[config.mk]
export PLATFORM = sky130hd
export DESIGN_NAME = mac_mult_iter
export DESIGN_NICKNAME = d
export VERILOG_FILES = /design/src/rtl/mac_mult_pkg.sv /design/src/rtl/mac_mult_chk.sv /design/src/rtl/mult_slice8.sv /design/src/rtl/mac_mult_iter.sv
export SDC_FILE = /design/constraint.sdc
export NUM_CORES = 1
export LEC_CHECK = 0
export CORE_UTILIZATION = 41
export CTS_CLUSTER_DIAMETER = 50
export CTS_CLUSTER_SIZE = 20
export DETAILED_ROUTE_END_ITERATION = 10
export GPL_TIMING_DRIVEN = 0
export PLACE_DENSITY = 0.57
export SLEW_MARGIN = 20
export SYNTH_ARGS = -nofsm -noshare
export SYNTH_HDL_FRONTEND = slang
export SYNTH_SLANG_ARGS = --single-unit
[constraint.sdc]
create_clock -name nvdla_core_clk -period 8.78 [get_ports nvdla_core_clk]
set_input_delay 2.634 -clock nvdla_core_clk [delete_from_list [all_inputs] [get_ports nvdla_core_clk]]
set_output_delay 2.634 -clock nvdla_core_clk [all_outputs]
set_load 0.05 [all_outputs]
[src/rtl/mac_mult_pkg.sv]
// Shared definitions for the iterative CMAC multiplier: state encoding,
// slice width and the operand-width legality rule.
package mac_mult_pkg;

    typedef enum logic [1:0] {
        ST_IDLE = 2'd0,
        ST_MUL  = 2'd1,
        ST_FIX  = 2'd2,
        ST_DONE = 2'd3
    } state_t;

    localparam int SLICE_W = 8;

    function automatic bit data_w_legal(input int w);
        return ((w % SLICE_W) == 0) && (w >= SLICE_W) && (w <= 32);
    endfunction

endpackage

[src/rtl/mac_mult_chk.sv]
// Elaboration-time guard: stops the build when the operand width cannot be
// sliced into whole 8-bit pieces or exceeds the supported 32 bits.
module mac_mult_chk
    import mac_mult_pkg::*;
#(
    parameter int DATA_W = 16
) ();

    if (!data_w_legal(DATA_W)) begin : g_bad_data_w
        $fatal(1, "mac_mult_iter: DATA_W=%0d must be a multiple of 8 in 8..32", DATA_W);
    end

endmodule

[src/rtl/mult_slice8.sv]
// Shared 8x8 unsigned slice multiplier; kept as its own module so a
// hand-mapped array can be dropped in without touching the control logic.
module mult_slice8 (
    input  logic [7:0]  a,
    input  logic [7:0]  b,
    output logic [15:0] p
);

    assign p = {8'd0, a} * {8'd0, b};

endmodule

[src/rtl/mac_mult_iter.sv]
// Iterative signed/unsigned multiplier: magnitudes are multiplied one 8x8
// slice pair per cycle into a shifted accumulator, then sign-corrected.
module mac_mult_iter
    import mac_mult_pkg::*;
#(
    parameter int DATA_W = 16
) (
    input  logic                  nvdla_core_clk,
    input  logic                  nvdla_core_rst,
    input  logic                  in_valid,
    output logic                  in_ready,
    input  logic [DATA_W-1:0]     in_a,
    input  logic [DATA_W-1:0]     in_b,
    input  logic                  in_signed,
    output logic                  out_valid,
    input  logic                  out_ready,
    output logic [2*DATA_W-1:0]   out_prod,
    output logic                  busy
);

    localparam int NSLICE = DATA_W / SLICE_W;
    localparam int PROD_W = 2 * DATA_W;
    localparam int IDX_W  = (NSLICE > 1) ? $clog2(NSLICE) : 1;
    localparam logic [IDX_W-1:0] LAST_IDX = IDX_W'(NSLICE - 1);

    state_t               state_r;
    state_t               state_nxt_s;
    logic [DATA_W-1:0]    a_mag_r;
    logic [DATA_W-1:0]    b_mag_r;
    logic [DATA_W-1:0]    a_mag_s;
    logic [DATA_W-1:0]    b_mag_s;
    logic                 neg_r;
    logic                 neg_s;
    logic [PROD_W-1:0]    acc_r;
    logic [PROD_W-1:0]    prod_r;
    logic [PROD_W-1:0]    pp_shift_s;
    logic [IDX_W-1:0]     i_r;
    logic [IDX_W-1:0]     j_r;
    logic [7:0]           a_slices_s [NSLICE];
    logic [7:0]           b_slices_s [NSLICE];
    logic [7:0]           a_sl_s;
    logic [7:0]           b_sl_s;
    logic [15:0]          pp_s;
    logic [IDX_W+3:0]     shamt_s;
    logic                 in_ready_s;
    logic                 accept_s;
    logic                 last_s;

    mac_mult_chk #(.DATA_W(DATA_W)) u_chk ();

    // Operand acceptance: idle, or done while the product is being taken.
    always_comb begin
        in_ready_s = 1'b0;
        case (state_r)
            ST_IDLE: in_ready_s = 1'b1;
            ST_DONE: in_ready_s = out_ready;
            default: in_ready_s = 1'b0;
        endcase
    end

    assign accept_s = in_valid & in_ready_s;
    assign last_s   = (i_r == LAST_IDX) && (j_r == LAST_IDX);

    // Operand magnitudes and result sign; the most negative value maps to 2^(DATA_W-1).
    always_comb begin
        a_mag_s = in_a;
        b_mag_s = in_b;
        if (in_signed && in_a[DATA_W-1]) begin
            a_mag_s = ~in_a + DATA_W'(1);
        end else begin
            a_mag_s = in_a;
        end
        if (in_signed && in_b[DATA_W-1]) begin
            b_mag_s = ~in_b + DATA_W'(1);
        end else begin
            b_mag_s = in_b;
        end
        neg_s = in_signed & (in_a[DATA_W-1] ^ in_b[DATA_W-1]);
    end

    for (genvar k = 0; k < NSLICE; k++) begin : g_slices
        assign a_slices_s[k] = a_mag_r[k*SLICE_W +: SLICE_W];
        assign b_slices_s[k] = b_mag_r[k*SLICE_W +: SLICE_W];
    end

    assign a_sl_s = a_slices_s[i_r];
    assign b_sl_s = b_slices_s[j_r];

    mult_slice8 u_slice (
        .a (a_sl_s),
        .b (b_sl_s),
        .p (pp_s)
    );

    assign shamt_s    = {({1'b0, i_r} + {1'b0, j_r}), 3'b000};
    assign pp_shift_s = PROD_W'(pp_s) << shamt_s;

    // Next-state selection.
    always_comb begin
        state_nxt_s = state_r;
        case (state_r)
            ST_IDLE: begin
                if (in_valid) begin
                    state_nxt_s = ST_MUL;
                end else begin
                    state_nxt_s = ST_IDLE;
                end
            end
            ST_MUL: begin
                if (last_s) begin
                    state_nxt_s = ST_FIX;
                end else begin
                    state_nxt_s = ST_MUL;
                end
            end
            ST_FIX: state_nxt_s = ST_DONE;
            ST_DONE: begin
                if (out_ready && in_valid) begin
                    state_nxt_s = ST_MUL;
                end else if (out_ready) begin
                    state_nxt_s = ST_IDLE;
                end else begin
                    state_nxt_s = ST_DONE;
                end
            end
            default: state_nxt_s = ST_IDLE;
        endcase
    end

    // State register.
    always_ff @(posedge nvdla_core_clk) begin
        if (nvdla_core_rst) begin
            state_r <= ST_IDLE;
        end else begin
            state_r <= state_nxt_s;
        end
    end

    // Operand latch, slice counters, accumulator and product register.
    always_ff @(posedge nvdla_core_clk) begin
        if (nvdla_core_rst) begin
            a_mag_r <= '0;
            b_mag_r <= '0;
            neg_r   <= 1'b0;
            acc_r   <= '0;
            i_r     <= '0;
            j_r     <= '0;
            prod_r  <= '0;
        end else begin
            if (accept_s) begin
                a_mag_r <= a_mag_s;
                b_mag_r <= b_mag_s;
                neg_r   <= neg_s;
                acc_r   <= '0;
                i_r     <= '0;
                j_r     <= '0;
            end else if (state_r == ST_MUL) begin
                acc_r <= acc_r + pp_shift_s;
                if (j_r == LAST_IDX) begin
                    j_r <= '0;
                    i_r <= i_r + IDX_W'(1);
                end else begin
                    j_r <= j_r + IDX_W'(1);
                end
            end
            // ~0 + 1 wraps to 0, so a zero product never carries a stray sign bit.
            if (state_r == ST_FIX) begin
                prod_r <= neg_r ? (~acc_r + PROD_W'(1)) : acc_r;
            end
        end
    end

    assign in_ready  = in_ready_s;
    assign out_valid = (state_r == ST_DONE);
    assign busy      = (state_r != ST_IDLE);
    assign out_prod  = prod_r;

endmodule

==> results of run 1 <==
## Yosys cell counts (15+ instances only)
cell type  instances
nand2_1           83
a21o_1            19
a211oi_1          52
dfxtp_1          101
clkbuf_1          38
a21oi_1           57
inv_1             64
nand3_1           24
fa_1              37
o21ai_0           28
nor3_1            18
ha_1              76
xor2_1            53
o31ai_1           15
mux2i_1           45
nor2_1           178
xnor2_1           39
## power by group
part           switching (mW)  internal, mW
Sequential             0.0150         0.474
Clock                   0.175         0.191
Combinational           0.219         0.132
Total                   0.409         0.797
## critical path: cells and delay by family, from the launching register on
family / cells / cell delay (ps)
AND/OR/NAND/NOR: 6 / 850
flip-flops: 1 / 330
multiplexers: 1 / 870
buffers and inverters: 5 / 920
adder cells (fa/ha/maj): 6 / 2570
AO/OA/AOI/OAI: 11 / 2400
XOR/XNOR: 1 / 230
## area by class of cell
class                   instances  area, sq um
repair buffers                 70          701
clock buffers                  11          233
multi-input cells             882         6370
clock inverters                 4         26.3
inverters                      65          244
plain buffers                  45          171
well taps                     275          344
flip-flops and latches        101         2020
fillers                      2129        10900
## flip-flops by register name, summed over array words and instances, names as in the netlist
name / count
state_r: 2
a_mag_r: 16
acc_r: 32
i_r: 1
j_r: 1
out_prod: 32
neg_r: 1
b_mag_r: 16
## through the flow
stage               utilization, %  worst slack [ps]
floorplan                        -              1920
global placement              46.8               458
detailed placement            46.8               460
CTS                           48.1               406
global route                  48.1              19.3
finish                        48.1               520
## what timing repair did
item                                    in CTS  in global routing
gates resized for setup                      0                  4
hold buffers                                 0                  0
endpoints found under the setup margin       0                  2
## cell families (layout without fill, tap and decap cells)
| kind of cell | after synthesis | count (layout) | share of synthesized area (%) |
|---|---|---|---|
| flops | 101 | 101 | 23.0 |
| simple gates | 389 | 389 | 20.2 |
| mux | 47 | 47 | 5.38 |
| xor+xnor | 92 | 92 | 9.17 |
| fa+ha+maj | 113 | 113 | 19.2 |
| buf+inv | 110 | 195 | 4.73 |
| compound gates | 241 | 241 | 18.3 |
## path summary, 6_finish.rpt
kind / startpoint / to / slack, ps
worst max-delay path: i_r$_SDFFE_PP0P_ / acc_r[29]$_SDFFE_PP0N_ / 520
worst min-delay path: a_mag_r[13]$_SDFFE_PP0P_ / a_mag_r[13]$_SDFFE_PP0P_ / 460
worst max register to register: i_r$_SDFFE_PP0P_ / acc_r[29]$_SDFFE_PP0N_ / 520
worst min register to register: a_mag_r[13]$_SDFFE_PP0P_ / a_mag_r[13]$_SDFFE_PP0P_ / 460
## per-layer routing
layer / share of wire [%] / global-route usage (%) / routed length [microns] / up-vias
li1: - / - / - / 3952
met1: 46 / 28.0 / 10800 / 3647
met2: 48 / 36.9 / 11200 / 130
met3: 3.2 / 3.16 / 735 / 36
met4: 2.7 / 7.53 / 634 / 0
met5: 0 / 0 / 0 / -
==> impl_metrics.env, run 1 <==
export IMPL_maxCapViolCount=0
export IMPL_startpoint_type="flip-flop"
export IMPL_first_iter_violations=330
export IMPL_grt_overflow=0
export IMPL_critPathSlowestCell="mux2i_1"
export IMPL_die_height_microns=148
export IMPL_hold_depth=2
export IMPL_setup_viol=0
export IMPL_reg2reg_depth=30
export IMPL_drc=0
export IMPL_design_area_sq_um=10100
export IMPL_power_total_mw=1.21
export IMPL_routabilityCongestion=0.870
export IMPL_num_rows=53
export IMPL_grt_max_degree=16
export IMPL_antenna_cells=0
export IMPL_max_vdd_ir_drop_v=0.0000858
export IMPL_tns_ps=0
export IMPL_hold_slack_ps=457
export IMPL_wl_per_cell_microns=16.1
export IMPL_end_kind="flip-flop"
export IMPL_grt_pass1_wl_microns=37700
export IMPL_netlist_area_sq_um=8790
export IMPL_start_util_pct=41.8
export IMPL_vias=7765
export IMPL_status="completed"
export IMPL_htree_levels=3
export IMPL_floorplan_die_area_sq_um=22000
export IMPL_rsz0062_at_grt="no"
export IMPL_ant_nets=0
export IMPL_final_cells=1453
export IMPL_path_max_fanout=9
export IMPL_maxSlewViolCount=0
export IMPL_nets=1324
export IMPL_mostFrequentLayoutCell="nor2_1"
export IMPL_area_growth_syn_to_layout_pct=15.1
export IMPL_vias_per_cell=5.34
export IMPL_tritoncts="built"
export IMPL_ys_ff_latch=101
export IMPL_synth_edff_count=0
export IMPL_dp_cells=1438
export IMPL_io_buffer_count=70
export IMPL_synth_ff_type="dfxtp_1"
export IMPL_clk_path_buf_depth=2
export IMPL_dp_hpwl_microns=18900
export IMPL_cts_num_sinks=101
export IMPL_ys_types=65
export IMPL_min_period_ps=8260
export IMPL_avgSynthCellArea_sq_um=8.04
export IMPL_syn_num_nets=1243
export IMPL_syn_inst=1093
export IMPL_timing_fmax_ghz=0.121
export IMPL_worst_pin_slew_ps=949
export IMPL_cts_clk_slew_worst_paths_ps=70
export IMPL_io_pins=72
export IMPL_worstPathArrival_ps=8550
export IMPL_post_cts_setup_buffers=0
export IMPL_ys_warnings_count=0
export IMPL_cts_buffers=9
export IMPL_drt_first_pass_iters=5
export IMPL_hold_viol=0
export IMPL_core_area_sq_um=21000
export IMPL_worst_path_most_repeated_cell="fa_1"
export IMPL_powerDensity_nw_per_um2=119
export IMPL_synth_area_leader_cell="dfxtp_1"
export IMPL_grtUsageTotal_pct=21.7
export IMPL_hold_class="flip-flop to flip-flop"
export IMPL_p_leak_nw=4.25
export IMPL_grt_pass1_vias=7310
export IMPL_yosys_top_cells_area="dfxtp_1 23%, ha_1 11%, fa_1 8.4%"
export IMPL_cp_required_ps=9070
export IMPL_synth_top_area_share_pct=23.0
export IMPL_clockRootBuffer="clkbuf_16"
export IMPL_drt_wl_total_microns=23300
export IMPL_chipWidth_microns=148
export IMPL_finalClockSkew_ps=9.36
export IMPL_critical_path_max_stage_delay_ps=870
export IMPL_fin_crit_sh_pct=94.1
export IMPL_grt_antenna_before_repair=0
export IMPL_layout_common_cells="178 x nor2_1, 101 x dfxtp_1, 83 x nand2_1, 76 x ha_1, 70 x clkdlybuf4s50_1"
export IMPL_drive_gt1_share_pct=4.16
export IMPL_yosysSeqAreaShare_pct=23.0
export IMPL_max_slew_margin_rel_pct=34.9
export IMPL_synthArstFlopShare_pct=0
export IMPL_dpl_cell_area_sq_um=9840
export IMPL_clk_latency_ps=350
export IMPL_path_class="flip-flop to flip-flop"
Note: power is estimated with default switching activity, not from simulation.
==> run 2: changes to the inputs <==
- SYNTH_HIERARCHICAL: not set -> 1
==> run 2 against run 1 <==
  * Cell count is 0.55% higher
  * Synthesized cell count is 0.73% higher
  * Utilization up 0.41 points
  * Routed wire length is 2.6% higher
==> impl_metrics.env, run 2 <==
export IMPL_wl_per_cell_microns=16.4
export IMPL_finalClockSkew_ps=14.7
export IMPL_first_iter_violations=455
export IMPL_dp_hpwl_microns=19200
export IMPL_grtUsageTotal_pct=22.1
export IMPL_antenna_cells=0
export IMPL_clk_path_buf_depth=2
export IMPL_ys_types=60
export IMPL_setup_viol=0
export IMPL_cts_clk_slew_worst_paths_ps=80
export IMPL_tritoncts="built"
export IMPL_clockRootBuffer="clkbuf_16"
export IMPL_drive_gt1_share_pct=3.96
export IMPL_synth_area_leader_cell="dfxtp_1"
export IMPL_chipWidth_microns=150
export IMPL_p_leak_nw=4.44
export IMPL_rsz0062_at_grt="no"
export IMPL_yosys_top_cells_count="127 x nor2_1, 101 x dfxtp_1, 80 x nand2_1"
export IMPL_grt_overflow=0
export IMPL_end_kind="flip-flop"
export IMPL_ys_ff_latch=101
export IMPL_powerDensity_nw_per_um2=119
export IMPL_cp_top_family="adder cells"
export IMPL_r2r_slack_ps=1060
export IMPL_routabilityCongestion=0.891
export IMPL_yosys_top_cells_area="dfxtp_1 22%, ha_1 11%, fa_1 8.2%"
export IMPL_critPathSlowestCell="fa_1"
export IMPL_yosysSeqAreaShare_pct=22.5
export IMPL_clk_latency_ps=360
export IMPL_die_height_microns=150
export IMPL_nets=1333
export IMPL_grt_max_degree=20
export IMPL_cts_resized=0
export IMPL_ys_warnings_count=6
export IMPL_syn_inst=1101
export IMPL_min_period_ps=7720
export IMPL_mostFrequentLayoutCell="nor2_1"
export IMPL_maxCapViolCount=0
export IMPL_grt_pass1_wl_microns=39300
export IMPL_ant_nets=0
export IMPL_yosysMostFrequentCell="nor2_1"
export IMPL_avgSynthCellArea_sq_um=8.18
export IMPL_drt_first_pass_iters=5
export IMPL_drc=0
export IMPL_cts_num_sinks=101
export IMPL_timing_fmax_ghz=0.130
export IMPL_synth_ff_type="dfxtp_1"
export IMPL_synth_edff_count=0
export IMPL_critical_path_max_stage_delay_ps=530
export IMPL_tns_ps=0
export IMPL_area_growth_syn_to_layout_pct=14.7
export IMPL_grt_pass1_vias=7702
export IMPL_floorplan_die_area_sq_um=22600
export IMPL_num_rows=53
export IMPL_drt_wl_total_microns=23900
export IMPL_start_util_pct=42.3
export IMPL_path_class="flip-flop to flip-flop"
export IMPL_startpoint_type="flip-flop"
export IMPL_maxSlewViolCount=0
export IMPL_core_area_sq_um=21300
export IMPL_max_vdd_ir_drop_v=0.0000876
export IMPL_synthArstFlopShare_pct=0
export IMPL_cp_required_ps=8990
export IMPL_status="completed"
export IMPL_hold_class="flip-flop to flip-flop"
export IMPL_worst_path_buf_inv=5
export IMPL_htree_levels=3
export IMPL_max_slew_margin_rel_pct=45.8
export IMPL_io_pins=72
export IMPL_power_total_mw=1.23
export IMPL_netlist_area_sq_um=9000
export IMPL_io_buffer_count=69
export IMPL_worstPathArrival_ps=7930
export IMPL_layout_common_cells="127 x nor2_1, 101 x dfxtp_1, 80 x nand2_1, 78 x ha_1, 70 x inv_1"
export IMPL_post_cts_setup_buffers=0
export IMPL_grt_antenna_before_repair=0
export IMPL_path_max_fanout=9
export IMPL_fin_crit_sh_pct=87.9
export IMPL_hold_viol=0
export IMPL_worst_pin_slew_ps=813
export IMPL_cts_hold_buf=0
export IMPL_synth_top_area_share_pct=22.5
export IMPL_vias_per_cell=5.42
export IMPL_syn_num_nets=1253
export IMPL_cts_buffers=9
export IMPL_vias=7913
[run 2: path summary, 6_finish.rpt]
path | startpoint | end | cells after the start
max | i_r$_SDFFE_PP0P_ | acc_r[23]$_SDFFE_PP0N_ | 29
min | a_mag_r[10]$_SDFFE_PP0P_ | a_mag_r[10]$_SDFFE_PP0P_ | 2
max reg2reg | i_r$_SDFFE_PP0P_ | acc_r[23]$_SDFFE_PP0N_ | 29
min reg2reg | a_mag_r[10]$_SDFFE_PP0P_ | a_mag_r[10]$_SDFFE_PP0P_ | 2
[run 2: routing by layer]
layer	track usage (%)	routed length [microns]	up-vias
li1	-	-	4026
met3	3.09	774	21
met5	0	0	-
met1	29.1	11600	3733
met4	4.70	288	0
met2	38.4	11300	133
[run 2: cell families (layout without fill, tap and decap cells)]
family | Yosys count | count (layout) | share of synthesized area (%)
compound gates | 253 | 253 | 18.9
mux | 48 | 48 | 5.56
fa+ha+maj | 115 | 115 | 19.1
simple gates | 378 | 378 | 20.6
flops | 101 | 101 | 22.5
buf+inv | 118 | 203 | 4.92
xor+xnor | 88 | 88 | 8.56
[run 2: area by class of cell]
cell class	instances	area [sq um]
Tap cell	275	344
Fill cell	2105	11000
Multi-Input combinational cell	882	6540
Timing Repair Buffer	69	691
Inverter	70	263
Clock inverter	7	66.3
Clock buffer	9	225
Sequential cell	101	2020
Buffer	48	180
[run 2: worst register-to-register path, delay by kind of cell (launching register included)]
kind                       cells  cell delay (ps)
and+or+nand+nor                6             1040
AOI/OAI and AO/OA              8             1670
muxes                          3              840
adders and majority gates      6             2800
buffers and inverters          5              650
xor gates and xnor gates       1              200
DFF                            1              370
[run 2: where the power goes]
part           total, mW  switching (mW)  internal (mW)  leakage (nW)
registers          0.488          0.0134          0.474         0.821
logic              0.334           0.203          0.132          3.47
clock network      0.405           0.205          0.200         0.146
[run 2: through the flow]
step / utilization [%] / hold WS [ps] / setup slack (ps) / instance area (sq um) / cells
6_report: 48.5 / 452 / 1060 / 10300 / 1461
5_1_grt: 48.5 / 482 / 563 / 10300 / 1461
4_1_cts: 48.5 / 456 / 1030 / 10300 / 1461
3_5_place_dp: 47.2 / 446 / 1060 / 10000 / 1445
3_3_place_gp: 47.2 / 439 / 1040 / 10000 / 1445
2_1_floorplan: - / 428 / 2050 / 9000 / 1101
==> patch (config.mk and constraints of run 1) <==
Encoding of `state_t`: now one-hot (4 bits for 4 states).
--- a/src/rtl/mac_mult_pkg.sv
+++ b/src/rtl/mac_mult_pkg.sv
@@ -4,7 +4,7 @@
 
-    typedef enum logic [1:0] {
-        ST_IDLE = 2'd0,
-        ST_MUL  = 2'd1,
-        ST_FIX  = 2'd2,
-        ST_DONE = 2'd3
+    typedef enum logic [3:0] {
+        ST_IDLE = 4'b0001,
+        ST_MUL  = 4'b0010,
+        ST_FIX  = 4'b0100,
+        ST_DONE = 4'b1000
     } state_t;
Check against the original RTL: no difference found for any inputs over 4 cycles, from zero or initial values and one cycle with nvdla_core_rst high; so few cycles prove little.
==> patch against run 1 <==
  * Final cell count down 0.41%
  * Sequential cell count up 2
  * Area after synthesis shrank 1.0%
  * Critical path depth is 1 lower
  * Routed wire length decreased by 0.23%
  * Setup slack improved by 0.15 ns
  * Design area decreased by 0.14%
  * Core utilization is 1.2 points higher
  * Power is 4.9% higher
  * Largest cell class unchanged
  * Largest power group unchanged
==> patch: results (changes against run 1) <==
outcome=finished, final reports clean; first-pass GRT wire length=38.65 mm (+2.6%); met2 global-route usage=0.3726 (+0.003249); multi-input gates=873 (-1.0%); Critical Path Slowest Stage Cell=mux2i_2; Plain + repair buffers=119 (+3.5%); ranking of synthesized cells by area=dfxtp_1 (24%), ha_1 (10%), fa_1 (8.5%); Non-clk invs=66 (+1.5%); Peak VDD IR=0.08252 mV (-3.9%); FF-to-FF Start=j_r; clock sink count=103 (+2.0%); crit-path max cell delay=0.61 ns (-0.26 ns); Seq/Total Area, Yosys=0.2370 (+0.006984); detailed placement HPWL=18.52 mm (-2.2%); final WL=23.28 mm (-0.23%); largest net degree at the start of global routing=22 (+6); most instantiated cells after synthesis=nor2_1 (152), dfxtp_1 (103), nand2_1 (102); arrival time worst endpoint=8.36 ns (-0.19 ns); crit path from=j_r; DR pass1 iterations=7 (+2); GPL Wtd Cong=0.8574 (-1.4%); number of global-route vias before repair=7561 (+3.4%); NonClk Buf Share=0.08781 (+0.001604); CLK BUF=9 (-2); CP Max Fanout=10 (+1); Leakage=4.151 nW (-2.3%); via count=7840 (+0.97%); final net count=1317 (-0.53%); hold path startpoint=a_mag_r[14]; Clock-cell share=0.03084 (+0.005237); layout cell share with drive strength beyond 1=0.04673 (+0.005133)
patch: changes by cell type after synthesis, sizes merged, moves of 7 or more:
cell,run 1,this run
a21oi,61,89
a22o,3,15
clkbuf,38,45
mux2i,45,22
nand2,83,102
nand3,24,13
nor2,178,152
nor3,18,9
o211ai,1,9
xor2,53,60
patch: metal layers:
| metal | routed length [um] | vias up |
|---|---|---|
| met4 | 235 | 0 |
| met2 | 10740 | 130 |
| met5 | 0 | - |
| met3 | 796 | 16 |
| li1 | - | 3983 |
| met1 | 11510 | 3711 |
patch: tightest hold or removal path, cell delays in order (launching register included):
cell     delay, ns
dfxtp_1       0.32
nand2_1       0.05
a21oi_1       0.05
patch: per-stage QoR:
step           setup slack (ns)  instances   power, W  cell area, um2    util
3_3_place_gp             0.3936       1431  0.0008426            9738  0.4752
4_1_cts                  0.3034       1447   0.001274           10050  0.4906
6_report                 0.6702       1447   0.001265           10100  0.4929
5_1_grt                 0.01412       1447   0.001339           10100  0.4929
2_1_floorplan             1.641       1091  0.0007414            8700       -
3_5_place_dp             0.3357       1431  0.0008442            9743  0.4754
patch: worst paths after layout:
kind / to / slack (ns) / cells past startpoint
setup / recovery: acc_r[28] / 0.67 / 29
hold / removal: a_mag_r[14] / 0.45 / 2
setup reg to reg: acc_r[28] / 0.67 / 29
hold reg to reg: a_mag_r[14] / 0.45 / 2
patch: kinds of logic after synthesis:
| kind of cell | synth area share |
|---|---|
| flops | 0.2370 |
| xor+xnor | 0.09766 |
| mux | 0.02661 |
| fa+ha+maj | 0.1873 |
| buf+inv | 0.04962 |
| simple gates | 0.1917 |
| compound gates | 0.2101 |
patch: where the power goes:
part	internal (W)	switching (W)	total, W
Combinational	0.000128	0.000215	0.000343
Sequential	0.000485	0.0000126	0.000497
Clock	0.000206	0.000219	0.000425
Total	0.000819	0.000447	0.00127
